File: src/rtl/cpu_pkg.sv
// Shared types and constants for the 9-bit core.
package cpu_pkg;
  localparam int PC_WIDTH = 11;
  localparam int INSTR_W = 9;
  localparam logic [INSTR_W-1:0] HALT_INST = 9'h1FF;

  typedef enum logic [1:0] {
    IDLE,
    ARMED,
    RUN,
    DONE
  } fetch_state_t;
endpackage

File: src/rtl/fetch_unit_sat_counter.sv
// Saturating up-counter with synchronous clear.
module sat_counter #(
  parameter int WIDTH = 16
) (
  input  logic             clk,
  input  logic             reset,
  input  logic             clear,
  input  logic             inc,
  output logic [WIDTH-1:0] count
);
  always_ff @(posedge clk) begin
    if (reset || clear)
      count <= '0;
    else if (inc && count != '1)
      count <= count + 1'b1;
  end
endmodule

File: src/rtl/fetch_unit.sv
// PC register, next-PC selection and start/done run control.
module fetch_unit
  import cpu_pkg::*;
#(
  parameter int                   PC_WIDTH   = cpu_pkg::PC_WIDTH,
  parameter logic [PC_WIDTH-1:0]  START_ADDR = '0,
  parameter logic [PC_WIDTH-1:0]  PROG_LAST  = '1,
  parameter logic [INSTR_W-1:0]   HALT_INST  = cpu_pkg::HALT_INST
) (
  input  logic                clk,
  input  logic                reset,
  input  logic                start,
  input  logic [INSTR_W-1:0]  inst,
  input  logic                branch_en,
  input  logic [PC_WIDTH-1:0] branch_target,
  output logic [PC_WIDTH-1:0] pc,
  output logic                run,
  output logic                done,
  output logic [15:0]         instr_count
);
  fetch_state_t state, state_n;
  logic [PC_WIDTH-1:0] pc_n;
  logic done_n;
  logic clr;
  logic inc;

  always_ff @(posedge clk) begin
    if (reset) begin
      state <= IDLE;
      pc    <= START_ADDR;
      done  <= 1'b0;
    end else begin
      state <= state_n;
      pc    <= pc_n;
      done  <= done_n;
    end
  end

  always_comb begin
    state_n = state;
    pc_n    = pc;
    done_n  = done;
    clr     = 1'b0;
    inc     = 1'b0;
    unique case (state)
      IDLE: begin
        if (start) state_n = ARMED;
      end
      ARMED: begin
        if (!start) state_n = RUN;
      end
      RUN: begin
        if (start) begin
          state_n = ARMED;
        end else if (inst == HALT_INST) begin
          state_n = DONE;
          done_n  = 1'b1;
        end else if (branch_en) begin
          pc_n = branch_target;
          inc  = 1'b1;
        end else if (pc == PROG_LAST) begin
          inc     = 1'b1;
          state_n = DONE;
          done_n  = 1'b1;
        end else begin
          pc_n = pc + 1'b1;
          inc  = 1'b1;
        end
      end
      DONE: begin
        if (start) state_n = ARMED;
      end
      default: state_n = IDLE;
    endcase
    // Entering or holding ARMED rewinds the run immediately.
    if (state_n == ARMED) begin
      pc_n   = START_ADDR;
      clr    = 1'b1;
      done_n = 1'b0;
      inc    = 1'b0;
    end
  end

  assign run = (state == RUN) && !start;

  sat_counter #(
    .WIDTH(16)
  ) u_count (
    .clk  (clk),
    .reset(reset),
    .clear(clr),
    .inc  (inc),
    .count(instr_count)
  );
endmodule
File: config.mk
export PLATFORM = sky130hd
export DESIGN_NAME = fetch_unit
export DESIGN_NICKNAME = d
export VERILOG_FILES = /design/src/rtl/cpu_pkg.sv /design/src/rtl/fetch_unit_sat_counter.sv /design/src/rtl/fetch_unit.sv
export SDC_FILE = /design/constraint.sdc
export NUM_CORES = 1
export LEC_CHECK = 0
export ABC_AREA = 1
export BUFFER_PORTS_ARGS = -buffer_cell sky130_fd_sc_hd__buf_2
export CAP_MARGIN = 20
export CORE_MARGIN = 2
export CORE_UTILIZATION = 55
export DETAILED_ROUTE_END_ITERATION = 10
export GPL_TIMING_DRIVEN = 0
export PLACE_DENSITY_LB_ADDON = 0.2
export REMOVE_ABC_BUFFERS = 1
export SETUP_SLACK_MARGIN = 0.2
export SYNTH_ARGS = -nofsm -noshare
export SYNTH_HDL_FRONTEND = slang
export SYNTH_SLANG_ARGS = --single-unit
File: constraint.sdc
create_clock -name clk -period 2.81 [get_ports clk]
set_input_delay 0.281 -clock clk [delete_from_list [all_inputs] [get_ports clk]]
set_output_delay 0.281 -clock clk [all_outputs]
set_load 0.03 [all_outputs]
* After elaboration in Yosys (flattened, before gate mapping) *
Index checks and enable logic that the tools add are counted.

word-level totals
  logic and storage cells = 44
  output and inout port bits = 29
  flip-flop bits (word level) = 30

cells by class
  equal/unequal tests = 9
  add/subtract/negate cells = 2
  muxes and demuxes = 17
  bitwise operators = 2
  reductions and logical operators = 10

operators with widths
  kind                   number
  $mux 11                2
  $add 16x1->16 const B  1
  $ne 16x16->1 const B   1
  $mux 2                 6
  $add 11x1->11 const B  1
  $eq 11x11->1 const B   1
  $eq 9x9->1 const B     1
  $mux 1                 8
  $reduce_and 4->1       2
  $pmux 2 s3             1
  $eq 2x1->1 const B     2
  $eq 2x2->1 const B     2
  $reduce_or 2->1        2
  $logic_and 1x1->1      2
  $logic_not 2->1        1
  $ne 2x1->1 const B     1
  $ne 2x2->1 const B     1
  $not 1->1              2
  $reduce_bool 2->1      1
  $logic_not 1->1        1
  $logic_or 1x1->1       1

* Logic depth before layout (Yosys ltp) *
  depth after elaboration = 9
  depth in mapped cells = 13
  mapped depth without buffers = 12

* By module *
A second synthesis with hierarchy kept.

second synthesis, totals
  cells, all modules = 321
  area, all modules = 1995.7 µm²

by module, submodules not included
  module       cells an instance  area an instance (µm²)  sequential area each (µm²)  times used
  fetch_unit   172                1044.8                  280.3                       1
  sat_counter  149                950.9                   320.3                       1

* Least setup slack after synthesis *
No wires, ideal clock.

  path type = register to register
  from = reg pc[0]
  to = reg u_count.count[9]
  cell stages (with the launch flop) = 13
  setup slack = 0.866 ns
  data arrival time = 1.878 ns
  buffers on the path = 1
  data required time = 2.744 ns
  setup time = 0.066 ns
  cell sequence = dfxtp_1 ha_1 nand2_1 nor2_4 nand3_2 nand2_2 nand2_2 a21oi_4 nand2_4 nand2_4 buf_12 nand2_2 a21oi_2

between the ends
  word-level cells in the longest chain between the ends = 9
  elaborated cells between the ends (all ways) = 11
  classes of those cells = 2 x eq/ne; 7 x mux; 2 x reduce/logical

RTL lines
  what                                                   line                                                        text
  start: declaration                                     fetch_unit.sv:16                                            output logic [PC_WIDTH-1:0] pc,
  start signal: assignment                               fetch_unit.sv:34                                            pc <= pc_n;
  $eq 11x11->1 *                                         fetch_unit.sv:61                                            end else if (pc == PROG_LAST) begin
  $mux 2 *                                               fetch_unit.sv:61
  $mux 2 *                                               fetch_unit.sv:58                                            end else if (branch_en) begin
  $mux 2 *                                               fetch_unit.sv:55                                            end else if (inst == HALT_INST) begin
  $mux 2 *                                               fetch_unit.sv:53                                            if (start) begin
  $pmux 2 s3 *                                           fetch_unit.sv:45                                            unique case (state)
  $eq 2x1->1 *                                           fetch_unit.sv:76                                            if (state_n == ARMED) begin
  $mux 1                                                 fetch_unit.sv:76
  $logic_and 1x1->1 or $logic_or 1x1->1 (tied branches)  fetch_unit_sat_counter.sv:14, fetch_unit_sat_counter.sv:12
  end signal: assignment                                 fetch_unit_sat_counter.sv:15                                count <= count + 1'b1;
  end: declaration                                       fetch_unit_sat_counter.sv:9                                 output logic [WIDTH-1:0] count

Every way passes the cells marked *; elsewhere a longest branch is shown, timed or not.
A chain may end at the register's enable or synchronous reset.

* Final worst setup path *
  from = reg state[0]
  to = reg pc[2]

between the ends
  word-level cells in the longest chain between the ends = 7
  elaborated cells between the ends (all ways) = 15
  classes of those cells = 4 x eq/ne; 7 x mux; 4 x reduce/logical

RTL lines
  what                       line              text
  start: declaration         fetch_unit.sv:21  fetch_state_t state, state_n;
  start signal: assignment   fetch_unit.sv:33  state <= state_n;
  $mux 2                     fetch_unit.sv:61
  $mux 2                     fetch_unit.sv:58
  $mux 2                     fetch_unit.sv:55
  $mux 2                     fetch_unit.sv:53
  $pmux 2 s3                 fetch_unit.sv:45
  $eq 2x1->1                 fetch_unit.sv:76
  $reduce_or 2->1 (no line)  -

Parallel ways exist; a longest one is shown, timed or not.

==> out/results.ini <==
[outcome]
status=finished, final reports clean

[sta]
rsz0062_at_grt=no
max_slew.worst_pin.slew_ps=547
finalCritPeriodShare_pct=74.5
timing_hold_violations_final=0
fin_tns_setup_ps=0
skew_ps=11.1
setup_viol=0
slew_violations=0
relSlewSlack_pct=63.4
fmax_mhz=478
period_needed_ps=2090

[synthesis]
synth_xor_area_share_pct=5.80
synthAdderAreaFrac_pct=2.55
synth-compound-area-share_pct=16.0
seq_area_frac_synth_pct=30.6
avgSynthCellArea_um2=7.13
syn-instance-count=275
ys.warnings.count=0
ys_ff_latch=30
synthFlopType=dfxtp_1
synth.distinct_cells=32
syn_area_um2=1960
synth_top_family_by_area=simple AND/OR/NAND/NOR gates
synthMuxAreaShare_pct=0
async_reset_ff_share_pct=0
synth_edf_count=0
post_synth_and_or_nand_nor_area_fraction_pct=37.3

[route]
dr.pass1.iters=4
post-route-drc-count=0
drt_iter0_markers=171
wl_per_cell_um=11.5
num_vias=1931
viasPerCell=5.16
wl_mm=4.30
ant_nets=0

[clocking]
cts_htree_levels=2
clkLatencyLatePin_ps=340
cts-root-buf=clkbuf_4
cts_buffers=5
clk_pin_slew_worst_paths_ps=100
cts_tree=done
cts_resized=0
post_cts_buffers=0
clock_path_buffers=2
cts.sinks=30
hold_buffers=0

[final_layout]
post-route-util_pct=67.2
multiInputGateArea_um2=1210
final_common_cell=buf_2
n_fill_cell=315
seqCellArea_um2=601
final_cell_mix=buf_2, nand2_1, nor2_1, nand3_1, dfxtp_1
syn2layout_area_growth_pct=16.1
finish.net_count=355
n_antenna_cell=0
drive_gt1_share_pct=30.8

[hold_path]
hold_path_class=input port to register
min_path_cells=2

[floorplanning]
io-pin-count=53
die_y_um=63.7
die_area_um2=4060
die_x_um=63.7
core_area_um2=3390
rows=21
initial_core_util_pct=57.9

[global_route]
grt_pass1_wl_mm=7.71
grt_pass1_vias=1854
antenna_found_initial=0
grt.total_usage_pct=23.5
grt_max_degree=28
grt_overflow_total=0

[critical_path]
reg2regPathDepth=8
slowest_stage=dfxtp_1
path_cells=inv_1, ha_1, or2_2, o22ai_1, a21oi_4, nand2_4, nand2_4, nor3_1
crit_path_max_fanout=27
worst-path-stages=8
end_kind=register
cp_slowest_stage_delay_ps=370
critPathKind=register to register
crit_path_frequent_cell=nand2_4
cp.required_ps=3070
cp-start-kind=register
worst_path_dominant_cell_family=simple AND/OR/NAND/NOR gates
cp_data_arrival_time_ps=2350
cp_num_buf_inv=1

[power]
ir_drop_v=0.000425
powerDensity_nw_per_um2=418
cellLeakagePower_uw=0.000920

[job]
maxCapViolCount=0

[place]
hpwl_mm=3.04
numPortBuffers=52
gp_congestion=0.842

==> flip-flops by register name, summed over array words and instances (netlist names) <==
signal,cells
state,2
done,1
pc,11
u_count.count,16
==> path summary, 6_finish.rpt <==
path,startpoint,end,slack [ps]
setup / recovery,state[0],pc[2],720
hold / removal,reset,state[1],120
setup reg to reg,state[0],pc[2],720
hold reg to reg,done,done,500
==> worst reg2reg max path, delay by kind of cell (launching register included) <==
kind                       cells  cell delay (ps)
buffers and inverters          1               70
DFF                            1              370
adders and majority gates      1              290
and+or+nand+nor                4              950
AOI/OAI and AO/OA              2              330
==> routing by layer <==
metal  part of all wire [%]  up-vias  global-route usage, %  wire length (µm)
li1                       -     1011                      -                 -
met1                     46      871                   28.8              2000
met2                     48       45                   39.9              2060
met3                    5.0        4                   6.07               214
met4                   0.72        0                   7.88                31
met5                      0        -                      0                 0
==> cell families after synthesis <==
group / count (synthesis)
buffers and inverters: 30
adders and majority gates: 4
xor gates and xnor gates: 13
and+or+nand+nor: 152
AOI/OAI and AO/OA: 46
DFF: 30
==> synth_stat cells (4+ instances only) <==
cell / n / share of area, %
a21oi_1: 16 / 4.1
a21oi_2: 10 / 4.5
dfxtp_1: 30 / 31
ha_1: 4 / 2.6
inv_1: 22 / 4.2
nand2_1: 49 / 9.4
nand2_2: 16 / 5.1
nand3_1: 30 / 7.7
nor2_1: 33 / 6.3
nor3_1: 6 / 1.5
o211ai_1: 4 / 1.5
o21ai_0: 7 / 1.8
or2_2: 5 / 1.6
xnor2_1: 7 / 3.1
xor2_1: 6 / 2.7
==> per-stage QoR <==
step	setup WS (ps)	hold slack (ps)	instance area, µm²	power, µW	cells
global route	502	114	2280	1000	374
finish	717	117	2280	952	374
detailed placement	728	476	2220	685	366
floorplan	834	352	1900	620	268
global placement	781	461	2220	679	366
CTS	699	114	2280	959	374
==> power breakdown <==
group / total [µW] / internal [µW] / switching, µW
sequential: 446 / 435 / 10.3
combinational: 229 / 66.1 / 163
clock: 277 / 121 / 156
==> cell type report <==
cell class | instances | area share (%)
multi-input cells | 215 | 53.1
inverters | 23 | 3.90
repair buffers | 52 | 11.4
well taps | 46 | 2.53
flip-flops and latches | 30 | 26.4
clock inverters | 1 | 0.220
clock buffers | 7 | 2.42
(Power assumes the default switching activity.)
